<file path="src/rtl/alu_share_ctrl.sv">
// rtl/alu_share_ctrl.sv - round-robin time-sharing controller for one external 8-bit ALU
module alu_share_ctrl #(
    parameter int DW   = 8,
    parameter int CNTW = 16
) (
    input  logic            clk,
    input  logic            rst_n,
    input  logic            req0_valid,
    output logic            req0_ready,
    input  logic [DW-1:0]   req0_a,
    input  logic [DW-1:0]   req0_b,
    input  logic [2:0]      req0_op,
    input  logic            req1_valid,
    output logic            req1_ready,
    input  logic [DW-1:0]   req1_a,
    input  logic [DW-1:0]   req1_b,
    input  logic [2:0]      req1_op,
    output logic [DW-1:0]   alu_a,
    output logic [DW-1:0]   alu_b,
    output logic [2:0]      alu_op,
    input  logic [DW-1:0]   alu_o,
    output logic            rsp_valid,
    input  logic            rsp_ready,
    output logic [DW-1:0]   rsp_data,
    output logic            rsp_src,
    output logic            busy,
    output logic [CNTW-1:0] done_cnt0,
    output logic [CNTW-1:0] done_cnt1
);

    typedef enum logic [1:0] {
        S_IDLE = 2'd0,
        S_EXEC = 2'd1,
        S_RESP = 2'd2
    } state_t;

    state_t          state_q;
    logic            last_gnt_q;
    logic            src_q;
    logic [DW-1:0]   alu_a_q;
    logic [DW-1:0]   alu_b_q;
    logic [2:0]      alu_op_q;
    logic [DW-1:0]   rsp_data_q;
    logic            rsp_src_q;
    logic            rsp_valid_q;
    logic [CNTW-1:0] done_cnt0_q;
    logic [CNTW-1:0] done_cnt1_q;

    logic gnt0;
    logic gnt1;
    logic idle;

    // Under contention the requester that did not win last time goes first.
    always_comb begin
        gnt0 = req0_valid & (~req1_valid | last_gnt_q);
        gnt1 = req1_valid & (~req0_valid | ~last_gnt_q);
        idle = (state_q == S_IDLE);
    end

    // Gated by rst_n so nothing is offered while reset is held.
    assign req0_ready = rst_n & idle & gnt0;
    assign req1_ready = rst_n & idle & gnt1;

    always_ff @(posedge clk or negedge rst_n) begin
        if (!rst_n) begin
            state_q     <= S_IDLE;
            last_gnt_q  <= 1'b1;
            src_q       <= 1'b0;
            alu_a_q     <= '0;
            alu_b_q     <= '0;
            alu_op_q    <= '0;
            rsp_data_q  <= '0;
            rsp_src_q   <= 1'b0;
            rsp_valid_q <= 1'b0;
            done_cnt0_q <= '0;
            done_cnt1_q <= '0;
        end else begin
            case (state_q)
                S_IDLE: begin
                    if (gnt0 | gnt1) begin
                        alu_a_q    <= gnt1 ? req1_a  : req0_a;
                        alu_b_q    <= gnt1 ? req1_b  : req0_b;
                        alu_op_q   <= gnt1 ? req1_op : req0_op;
                        src_q      <= gnt1;
                        last_gnt_q <= gnt1;
                        state_q    <= S_EXEC;
                    end
                end
                S_EXEC: begin
                    rsp_data_q  <= alu_o;
                    rsp_src_q   <= src_q;
                    rsp_valid_q <= 1'b1;
                    state_q     <= S_RESP;
                end
                S_RESP: begin
                    if (rsp_ready) begin
                        rsp_valid_q <= 1'b0;
                        if (rsp_src_q) begin
                            done_cnt1_q <= done_cnt1_q + 1'b1;
                        end else begin
                            done_cnt0_q <= done_cnt0_q + 1'b1;
                        end
                        state_q <= S_IDLE;
                    end
                end
                default: state_q <= S_IDLE;
            endcase
        end
    end

    assign alu_a     = alu_a_q;
    assign alu_b     = alu_b_q;
    assign alu_op    = alu_op_q;
    assign rsp_valid = rsp_valid_q;
    assign rsp_data  = rsp_data_q;
    assign rsp_src   = rsp_src_q;
    assign busy      = ~idle;
    assign done_cnt0 = done_cnt0_q;
    assign done_cnt1 = done_cnt1_q;

endmodule

</file>
<file path="config.mk">
export PLATFORM = sky130hd
export DESIGN_NAME = alu_share_ctrl
export DESIGN_NICKNAME = d
export VERILOG_FILES = /design/src/rtl/alu_share_ctrl.sv
export SDC_FILE = /design/constraint.sdc
export NUM_CORES = 1
export LEC_CHECK = 0
export BUFFER_PORTS_ARGS = -buffer_cell sky130_fd_sc_hd__buf_4
export CAP_MARGIN = 20
export CORE_AREA = 2 2 85 87
export CTS_CLUSTER_DIAMETER = 60
export CTS_CLUSTER_SIZE = 16
export DETAILED_ROUTE_END_ITERATION = 8
export DIE_AREA = 0 0 87 89
export PLACE_DENSITY = 0.74
export SLEW_MARGIN = 5
export SYNTH_ARGS = -nofsm -noshare
export SYNTH_HDL_FRONTEND = slang
export SYNTH_SLANG_ARGS = --single-unit
</file>
<file path="constraint.sdc">
create_clock -name clk -period 1.5 [get_ports clk]
set_input_delay 0.075 -clock clk [delete_from_list [all_inputs] [get_ports clk]]
set_output_delay 0.075 -clock clk [all_outputs]
set_load 0.02 [all_outputs]
</file>
; Word level (Yosys, flattened, before mapping)
; Cells that the tools add are included.
[totals]
regBits = 65
in_bits = 51
output_inout_bits = 64
elab_cells = 45
[classes]
n_addsub = 2
n_eq_ne = 4
n_mux = 8
n_bitwise = 13
n_reduce_logical = 7
[op_table]
columns = op, count
row1 = "16-bit by 1-bit adder with 16-bit output, second input constant", 2
row2 = 8-bit 2-to-1 mux, 2
row3 = 2-bit one-hot mux with 3 select lines, 1
row4 = 2-bit AND reduction, 3
row5 = 3-bit AND reduction, 2
row6 = 1-bit bitwise AND, 5
row7 = 1-bit inverter, 5
row8 = 2-bit 2-to-1 mux, 2
row9 = 3-bit 2-to-1 mux, 1
row10 = 1-bit OR, 3
row11 = "2-bit by 1-bit equality test with 1-bit output, second input constant", 1
row12 = "2-bit equality test, second input constant", 1
row13 = 2-bit zero test, 1
row14 = "2-bit by 1-bit inequality test with 1-bit output, second input constant", 1
row15 = "2-bit inequality test, second input constant", 1
row16 = 1-bit one-hot mux with 2 select lines, 1
row17 = 2-bit nonzero test, 1
row18 = 1-bit 2-to-1 mux, 1

; Logic depth before layout (Yosys ltp)
; Gate-level depths: netlist of the first run.
[logic_depth]
ltp_word = 6
depth_mapped = 6
depth_no_buf = 5

; Worst setup path after synthesis of the first run
; Ideal clock, no wire load.
[synth_path]
kind = register to register
start = reg rsp_src_q (netlist: rsp_src)
end = reg done_cnt0_q[15] (netlist: done_cnt0[15])
setup_ns = 0.129
arrival_ns = 1.474
t_required_ns = 1.371
slack_ns = -0.103
stages_incl_launch_ff = 7
n_path_buf = 2
period_less_slack_ns = 1.603
path_cell_list = dfrtp_1 nor4bb_1 buf_2 and4_1 buf_4 nand4_4 xnor2_2
[synth_via]
elab_chain_cells = 2
[synth_rtl]
columns = element, line
row1 = from (decl), 44  ; logic rsp_src_q;
row2 = from (signal assigned), 91  ; rsp_src_q <= src_q;
row3 = 1-bit inverter (no line), --
row4 = 3-bit AND reduction (no line), --
row5 = to (signal assigned), 101  ; done_cnt0_q <= done_cnt0_q + 1'b1;
row6 = to (decl), 46  ; logic [CNTW-1:0] done_cnt0_q;
; Every way passes these cells.
; A chain may end at the register's enable or synchronous reset.

; Worst setup path after layout of the first run
[layout_path]
start = reg state_q[0]
end = reg done_cnt0_q[15] (netlist: done_cnt0[15])
[layout_via]
elab_chain_cells = 2
[layout_rtl]
columns = element, line
row1 = from (decl), 37  ; state_t state_q;
row2 = from (signal assigned), 66  ; state_q <= S_IDLE;
row3 = from (signal assigned), 86  ; state_q <= S_EXEC;
row4 = from (signal assigned), 93  ; state_q <= S_RESP;
row5 = 2-bit equality test, 78  ; case (state_q)
row6 = 3-bit AND reduction (no line), --
; Every way passes these cells.

==> metrics, run 1 <==
Clock Skew 0.00626 ns; IO Port Bufs 114; first-pass GRT wire length 11,400 um; Max Slew Vio Count 0; CTS tree done; dpl cell area 3980 um^2; CTS clk-pin slew, worst paths 0.07 ns; Slew headroom 0.476; static leakage 2.24 nW; Highest Signal Layer met4; pwr dens 1760 nW/um^2; crit path DAT 1.75 ns; top cells by area, synth dfrtp_1, mux2i_1, xnor2_1, mux2_2, a21oi_1; RSZ-0062 raised after global routing yes; Crit. End Element flop; Worst Path Max Fanout 6; Worst setup SP type flop; dpl ws -0.0502 ns; Post-Syn Area 2860 um^2; Period minus WS final 1.52 ns; TNS Setup -0.0232 ns; largest net degree at the start of global routing 65; ANT nets after route 0; most frequent cells in the layout buf_4, dfrtp_1, nor2_1; layout cells sized above 1 0.498; core area 6720 um^2; initial antenna violation count 0; Die X 87 um; GP Congestion 0.788; Final Cell Area 4520 um^2; Max Freq 656 MHz; Pre-antenna DRT Iters 4; H-tree depth 3; 1st-iter DRT viols 75; cell taking the most area after synthesis dfrtp_1; Post-synth EDFFs 0; utilization after layout 0.672; commonest non-fill, non-tap cell in the layout buf_4; DRC Markers 0; Filler cells 518; sequential cell area fraction in the yosys report 0.568; Main synth FF type dfrtp_1; Yosys reg bits 65; # clock sinks 65; max-cap violation count 0; FP Rows 30; Avg WL per Cell 14.6 um; final wirelength 7110 um; failing checks setup timing; worst hold path class input pin to flop; WS Path Type flop to flop; Ys Warns 0; io pins 115; Hold Slack 0.0293 ns; synthesized net count 297; grt ovf 0; Detailed Place HPWL 4940 um; vias in the first global route 2,444; status finished, violations left; Worst Max-Slew Pin Slew 0.785 ns; die span in y 89 um; ant diodes 0; Yosys cell types 34; Setup WS post-layout -0.0232 ns; final setup vio count 1; DR vias 2,425; Worst-Skew Late Latency 0.34 ns; CTS root buffer clkbuf_8; syn_area_per_cell 11.7 um^2; Peak supply drop 1160 uV; required time worst endpoint 1.72 ns; starting density of the core 0.426; fin crit share 1.02; M1 WL 2950 um; share of the synthesized area in the top cell type 0.559; asr flop ratio synth 1.00; nets 456; gr usage total 0.192; full die area 7740 um^2; cts bufs inserted 9; final hold violation count 0; synthesis-to-finish area growth 57.7%; Synth Instances 244; met3 WL post-DR 634 um; clock tree buffer depth 2; vias per cell 4.97; WL met2 3370 um
-- synth_stat cells (4+ instances only) --
cell type and instances:
xor2_1 9, nand2_1 13, buf_2 6, mux2i_1 19, mux2_2 12, a21oi_1 21, nand4_1 7, xnor2_1 20
nand3_1 10, nor2_1 27, dfrtp_1 64, inv_1 4, and4_1 4, and3_1 5
-- state kept, by name, indices dropped and copies added, names as in the netlist --
name / count
alu_a: 8
done_cnt0: 16
last_gnt_q: 1
src_q: 1
done_cnt1: 16
rsp_src: 1
alu_op: 3
alu_b: 8
rsp_valid: 1
state_q: 2
rsp_data: 8
-- final timing paths --
kind	slack, ns	end	depth (start not counted)	startpoint
min reg2reg	0.49	done_cnt1[15]$_DFFE_PN0P_	1	done_cnt1[15]$_DFFE_PN0P_
max reg2reg	-0.02	done_cnt0[15]$_DFFE_PN0P_	6	state_q[0]$_DFFE_PN0P_
max in group asynchronous	0.39	done_cnt1[7]$_DFFE_PN0P_	3	rst_n
max	-0.02	done_cnt0[15]$_DFFE_PN0P_	6	state_q[0]$_DFFE_PN0P_
min in group asynchronous	0.29	last_gnt_q$_DFFE_PN1P_	2	rst_n
min	0.03	alu_a[6]$_DFFE_PN0P_	3	req0_a[6]
-- metrics by stage --
| stage | power [mW] | std cells |
|---|---|---|
| 6_report | 7.94 | 488 |
| 5_1_grt | 8.43 | 488 |
| 4_1_cts | 7.85 | 481 |
| 3_5_place_dp | 5.79 | 451 |
| 3_3_place_gp | 5.71 | 451 |
| 2_1_floorplan | 4.35 | 244 |
-- critical path, cell delays in order (launching register included) --
cell and delay (ns):
dfrtp_1 0.42, nor4bb_2 0.27, buf_4 0.15, and4_1 0.19, buf_6 0.13, nand4_4 0.11
xnor2_2 0.15
-- layer usage --
metal	up-vias	global-route usage
met4	0	0.0938
li1	1164	-
met2	101	0.312
met3	14	0.0637
met5	-	0
met1	1146	0.231
-- layout make-up --
| cell class | instances | area (um^2) | area share |
|---|---|---|---|
| Inverter | 4 | 15.0 | 0.00332 |
| Timing Repair Buffer | 157 | 1240 | 0.275 |
| Multi-Input combinational cell | 166 | 1260 | 0.280 |
| Clock inverter | 6 | 130 | 0.0288 |
| Clock buffer | 10 | 128 | 0.0283 |
| Sequential cell | 65 | 1640 | 0.362 |
| Tap cell | 80 | 100 | 0.0222 |
-- logic make-up after synthesis --
group	share of synthesized area
xor gates and xnor gates	0.0944
DFF	0.568
AOI/OAI and AO/OA	0.0450
buffers and inverters	0.0210
muxes	0.114
adders and majority gates	0.00874
and+or+nand+nor	0.149
-- timing repair --
| action | CTS | global route |
|---|---|---|
| pin swaps | 1 | 10 |
| endpoints found under the hold margin | 73 | 0 |
| endpoints found under the setup margin | 14 | 29 |
| resized for setup | 6 | 21 |
| hold buffers | 9 | 0 |
| buffers inserted | 5 | 7 |
-- power breakdown --
group	internal (mW)	total (mW)	switching (mW)
logic	1.63	3.28	1.65
registers	2.32	2.73	0.409
clock network	1.27	1.93	0.664
total	5.22	7.94	2.72
Power figures use the tool's default switching activity.
==> inputs of run 2 (changes only) <==
- GPL_TIMING_DRIVEN: not set -> 0
==> metrics, run 2 (synthesized netlist as in run 1, its figures left out) <==
status finished, violations left; failing checks hold timing, setup timing; full die area 7740 um^2 (unchanged); ant diodes 0 (unchanged); largest net degree at the start of global routing 68 (+4.6%); die span in y 89 um (unchanged); Pint 4.84 mW (-7.2%); final hold violation count 64 (+64); Crit. End Element flop; core area 6720 um^2 (unchanged); CTS root buffer clkbuf_8; utilization after layout 0.648 (-0.0240); DRC Markers 0 (unchanged); Slew headroom 0.446 (-0.0303); Pre-antenna DRT Iters 5 (+1); max-cap violation count 0 (unchanged); grt ovf 0 (unchanged); Max Freq 640 MHz (-2.5%); fin crit share 1.04 (+0.0265); slowest cell on the critical path dfrtp_2; # clock sinks 65 (unchanged); Flop pwr share 0.370 (+0.026); GP Congestion 0.760 (-3.5%); Inst Count DP 438 (-2.9%); nets 443 (-2.9%); Max Slew Vio Count 0 (unchanged); final setup vio count 8 (+7); ANT nets after route 0 (unchanged); commonest non-fill, non-tap cell in the layout buf_4; sw power 2.69 mW (-1.2%); Clk network pwr share 0.223 (-0.020); IO Port Bufs 114 (unchanged); Worst setup SP type flop; vias per cell 5.06 (+1.8%); synthesis-to-finish area growth 52.1%; crit path DAT 1.78 ns (+0.03 ns); worst hold path class input pin to asynchronous set/reset pin; Clock Skew 0.00935 ns (+0.00309 ns); Period minus WS final 1.56 ns (+0.0398 ns); 1st-iter DRT viols 78 (+4.0%); Worst Max-Slew Pin Slew 0.831 ns (+0.0455 ns); DR vias 2,402 (-0.95%); Worst Path Max Fanout 7 (+1); RSZ-0062 raised after global routing yes; pwr dens 1730 nW/um^2 (-1.6%); sw frac 0.357 (+0.0141); gr usage total 0.179 (-0.0131); cells along the critical path nor4bb_4, buf_4, and4_1, buf_6, nand4_4, xnor2_2; required time worst endpoint 1.72 ns (about the same); Layout Cells excl Fill 475 (-2.7%); Setup WS post-layout -0.0630 ns (-0.0398 ns); static leakage 2.17 nW (-2.8%); cts bufs inserted 9 (unchanged); Logic pwr share 0.407 (-0.006); layout cells sized above 1 0.466 (-0.0317); clock tree buffer depth 2 (unchanged); most frequent cells in the layout buf_4, dfrtp_1, nor2_1; Worst-Skew Late Latency 0.34 ns (about the same); Avg WL per Cell 14.1 um (-3.2%); Critical Path Max Stage Delay 0.46 ns (+0.04 ns); dpl ws -0.238 ns (-0.188 ns); first-pass GRT wire length 10,900 um (-4.5%); CTS clk-pin slew, worst paths 0.07 ns (about the same); starting density of the core 0.426 (unchanged); Die X 87 um (unchanged); H-tree depth 3 (unchanged); initial antenna violation count 0 (unchanged); Detailed Place HPWL 4630 um (-6.4%); io pins 115 (unchanged); vias in the first global route 2,338 (-4.3%); final wirelength 6700 um (-5.8%); CTS Hold Bufs 8 (-1); CP delay by family, top simple AND/OR/NAND/NOR gates; FP Rows 30 (unchanged); Worst Path Buf+Inv 2 (unchanged); CTS tree done; WS Path Type flop to flop; Hold Slack -0.165 ns (-0.195 ns); Peak supply drop 982 uV (-15%)
## run 2: cell count changes in the layout (fill, tap and decap cells not counted), sizes merged
cell / change
buf: -12
clkbuf: +4
bufinv: -2
clkinv: -2
dlygate4sd3: -1
## run 2: metal layers
layer / part of all wire / wire, um / global-route usage
met4: 0.012 / 83 / 0.0767
met1: 0.43 / 2900 / 0.234
met5: 0 / 0 / 0
met2: 0.47 / 3140 / 0.278
met3: 0.086 / 578 / 0.0536
## run 2: final timing paths
kind                            depth (start not counted)                        end                       from  slack [ns]
worst max-delay path                                    6  done_cnt0[15]$_DFFE_PN0P_     state_q[0]$_DFFE_PN0P_       -0.06
worst min-delay path                                    1  done_cnt0[12]$_DFFE_PN0P_                      rst_n       -0.17
worst max register to register                          6  done_cnt0[15]$_DFFE_PN0P_     state_q[0]$_DFFE_PN0P_       -0.06
worst min register to register                          1  done_cnt1[15]$_DFFE_PN0P_  done_cnt1[15]$_DFFE_PN0P_        0.47
max in group asynchronous                               1        rsp_src$_DFFE_PN0P_                      rst_n        1.06
min in group clk                                        3       alu_b[0]$_DFFE_PN0P_                  req0_b[0]        0.03
## run 2: final cells by class
class / instances / area [um^2]
timing repair buffer: 135 / 1040
multi-input combinational: 166 / 1270
sequential: 65 / 1630
buffer: 9 / 75.1
fill: 533 / 2360
inverter: 4 / 15.0
clock inverter: 2 / 60.1
tap: 80 / 100
clock buffer: 14 / 163
## run 2: power groups by stage
stage                     Combinational, mW  Clock (mW)  Sequential (mW)
after floorplan                        1.04           0             3.30
after global placement                 2.78           0             2.76
after global routing                   3.32        1.79             2.87
after detailed placement               2.84           0             2.77
after CTS                              3.02        1.71             2.78
final                                  3.07        1.68             2.79
## run 2: what timing repair did
action | CTS | global route
gates resized for setup | 16 | 14
setup endpoints to repair | 36 | 41
gates cloned | 0 | 0
hold endpoints to repair | 72 | 64
setup buffers | 8 | 5
pin swaps | 4 | 4
## run 2: through the flow
step | power [mW] | area [um^2] | TNS (ns)
6_report | 7.53 | 4360 | -0.229
5_1_grt | 7.98 | 4360 | -2.15
4_1_cts | 7.51 | 4270 | -0.418
3_5_place_dp | 5.61 | 3840 | -4.23
3_3_place_gp | 5.54 | 3840 | -3.81
2_1_floorplan | 4.35 | 2890 | -0.131
==> inputs of run 3 (changes only) <==
- CORE_AREA: 2 2 85 87 -> 2 2 83 85
- CTS_BUF_LIST: not set -> sky130_fd_sc_hd__clkbuf_8
- DIE_AREA: 0 0 87 89 -> 0 0 85 87
- PLACE_DENSITY: 0.74 -> 0.77
- SLEW_MARGIN: 5 -> 0
==> metrics, run 3 (synthesized netlist as in run 1, its figures left out) <==
gr usage total 0.192 (+0.0129); vias in the first global route 2,376 (+1.6%); CTS Hold Bufs 8 (unchanged); worst hold path class input pin to asynchronous set/reset pin; core area 6570 um^2 (-2.2%); Detailed Place HPWL 4630 um (about the same); Final Cell Area 4430 um^2 (+1.7%); CTS tree done; most frequent cells in the layout buf_4, dfrtp_1, nor2_1; Clock Skew 0.00696 ns (-0.00240 ns); WS Path Type flop to flop; Flop pwr share 0.361 (-0.009); Worst setup SP type flop; vias per cell 5.03 (-0.46%); Max Slew Vio Count 0 (unchanged); Pint 4.89 mW (+0.97%); RR Endpoint done_cnt1[8]$_DFFE_PN0P_; sw frac 0.360 (+0.00329); ANT nets after route 0 (unchanged); fin crit share 1.05 (+0.00838); Crit. End Element flop; Setup WS post-layout -0.0756 ns (-0.0126 ns); CTS clk-pin slew, worst paths 0.07 ns (about the same); final wirelength 7040 um (+5.2%); status finished, violations left; commonest non-fill, non-tap cell in the layout buf_4; GP Congestion 0.753 (-0.84%); Worst-Skew Late Latency 0.34 ns (about the same); max-cap violation count 0 (unchanged); grt ovf 0 (unchanged); full die area 7400 um^2 (-4.5%); required time worst endpoint 1.73 ns (about the same); cells along the critical path buf_4, buf_4, and4b_2, and3_4, nand3_2, xnor2_1; Reg2Reg Setup Slack -0.08 ns (about the same); # clock sinks 65 (unchanged); Peak supply drop 1140 uV (+16%); first-pass GRT wire length 11,100 um (+1.8%); TNS Setup -0.419 ns (-0.190 ns); Reg2Reg Depth 6 (unchanged); H-tree depth 3 (unchanged); io pins 115 (unchanged); layout cells sized above 1 0.508 (+0.0417); DRC Markers 0 (unchanged); nets 446 (+0.68%); Layout Cells excl Fill 478 (+0.63%); CTS root buffer clkbuf_8; ant diodes 0 (unchanged); reg2reg start state_q[0]$_DFFE_PN0P_; crit path DAT 1.81 ns (+0.03 ns); Slew headroom 0.431 (-0.0152); Inst Count DP 438 (unchanged); Max Freq 635 MHz (-0.80%); initial antenna violation count 0 (unchanged); Worst Max-Slew Pin Slew 0.854 ns (+0.0228 ns); Period minus WS final 1.58 ns (+0.0126 ns); dpl cell area 3840 um^2 (unchanged); Critical path origin state_q[0]$_DFFE_PN0P_; 1st-iter DRT viols 79 (+1.3%); Hold Slack -0.164 ns (+0.00108 ns); IO Port Bufs 114 (unchanged); cts bufs inserted 9 (unchanged); Avg WL per Cell 14.7 um (+4.5%); RSZ-0062 raised after global routing yes; Pre-antenna DRT Iters 4 (-1); failing checks hold timing, setup timing; largest net degree at the start of global routing 68 (unchanged); synthesis-to-finish area growth 54.6%; pwr dens 1730 nW/um^2 (-0.17%); clock tree buffer depth 2 (unchanged); FP Rows 30 (unchanged); starting density of the core 0.436 (+0.00974); Worst Path Max Fanout 4 (-3); Critical Path Max Stage Delay 0.43 ns (-0.03 ns); CP most frequent cell buf_4; Logic pwr share 0.417 (+0.010); DR vias 2,406 (+0.17%); die span in y 87 um (-2.2%); slowest cell on the critical path dfrtp_2; final setup vio count 11 (+3); Die X 85 um (-2.3%); Clk network pwr share 0.222 (about the same); final hold violation count 64 (unchanged); sw power 2.76 mW (+2.4%); static leakage 2.16 nW (-0.52%)
## run 3: final cells by class
cell class                 instances  area, um^2
tap                               80         100
clock buffer                      11         151
timing repair buffer             138        1070
inverter                           4        15.0
buffer                             9        72.6
sequential                        65        1640
multi-input combinational        166        1310
fill                             505        2140
clock inverter                     5        77.6
## run 3: how the worst max path moves through the flow
stage                                      endpoint  cells after the start
final                      done_cnt1[8]$_DFFE_PN0P_                      6
after global routing      done_cnt0[15]$_DFFE_PN0P_                      6
after CTS                 done_cnt0[15]$_DFFE_PN0P_                      6
after detailed placement  done_cnt0[15]$_DFFE_PN0P_                      6
after global placement    done_cnt0[15]$_DFFE_PN0P_                      6
after floorplan           done_cnt0[15]$_DFFE_PN0P_                      6
## run 3: layer usage
layer / up-vias / GRT usage / wire (um)
met4: 0 / 0.0851 / 115
met1: 1150 / 0.230 / 2920
li1: 1144 / - / -
met2: 100 / 0.304 / 3420
met3: 12 / 0.0796 / 592
met5: - / 0 / 0
## run 3: power groups by stage
stage	clock, mW	sequential, mW	combinational (mW)
6_report	1.70	2.76	3.19
5_1_grt	1.81	2.84	3.43
4_1_cts	1.73	2.75	3.02
3_5_place_dp	0	2.77	2.85
3_3_place_gp	0	2.75	2.78
2_1_floorplan	0	3.30	1.04
## run 3: timing repair
item | in CTS | in global routing
hold endpoints to repair | 72 | 64
setup endpoints to repair | 37 | 43
pin swaps | 2 | 16
resized for setup | 15 | 27
setup buffers | 7 | 9
## run 3: worst max-delay path: cells and delay by family, from the launching register on
family	cells	cell delay, ns
xor+xnor	1	0.12
simple gates	3	0.65
buf+inv	2	0.26
flops	1	0.43
## run 3: through the flow
step | total power [mW] | worst slack [ns] | utilization
detailed placement | 5.62 | -0.215 | 0.585
global placement | 5.53 | -0.228 | 0.585
CTS | 7.50 | -0.101 | 0.649
finish | 7.65 | -0.0756 | 0.674
global route | 8.08 | -0.191 | 0.674
floorplan | 4.35 | -0.0748 | -
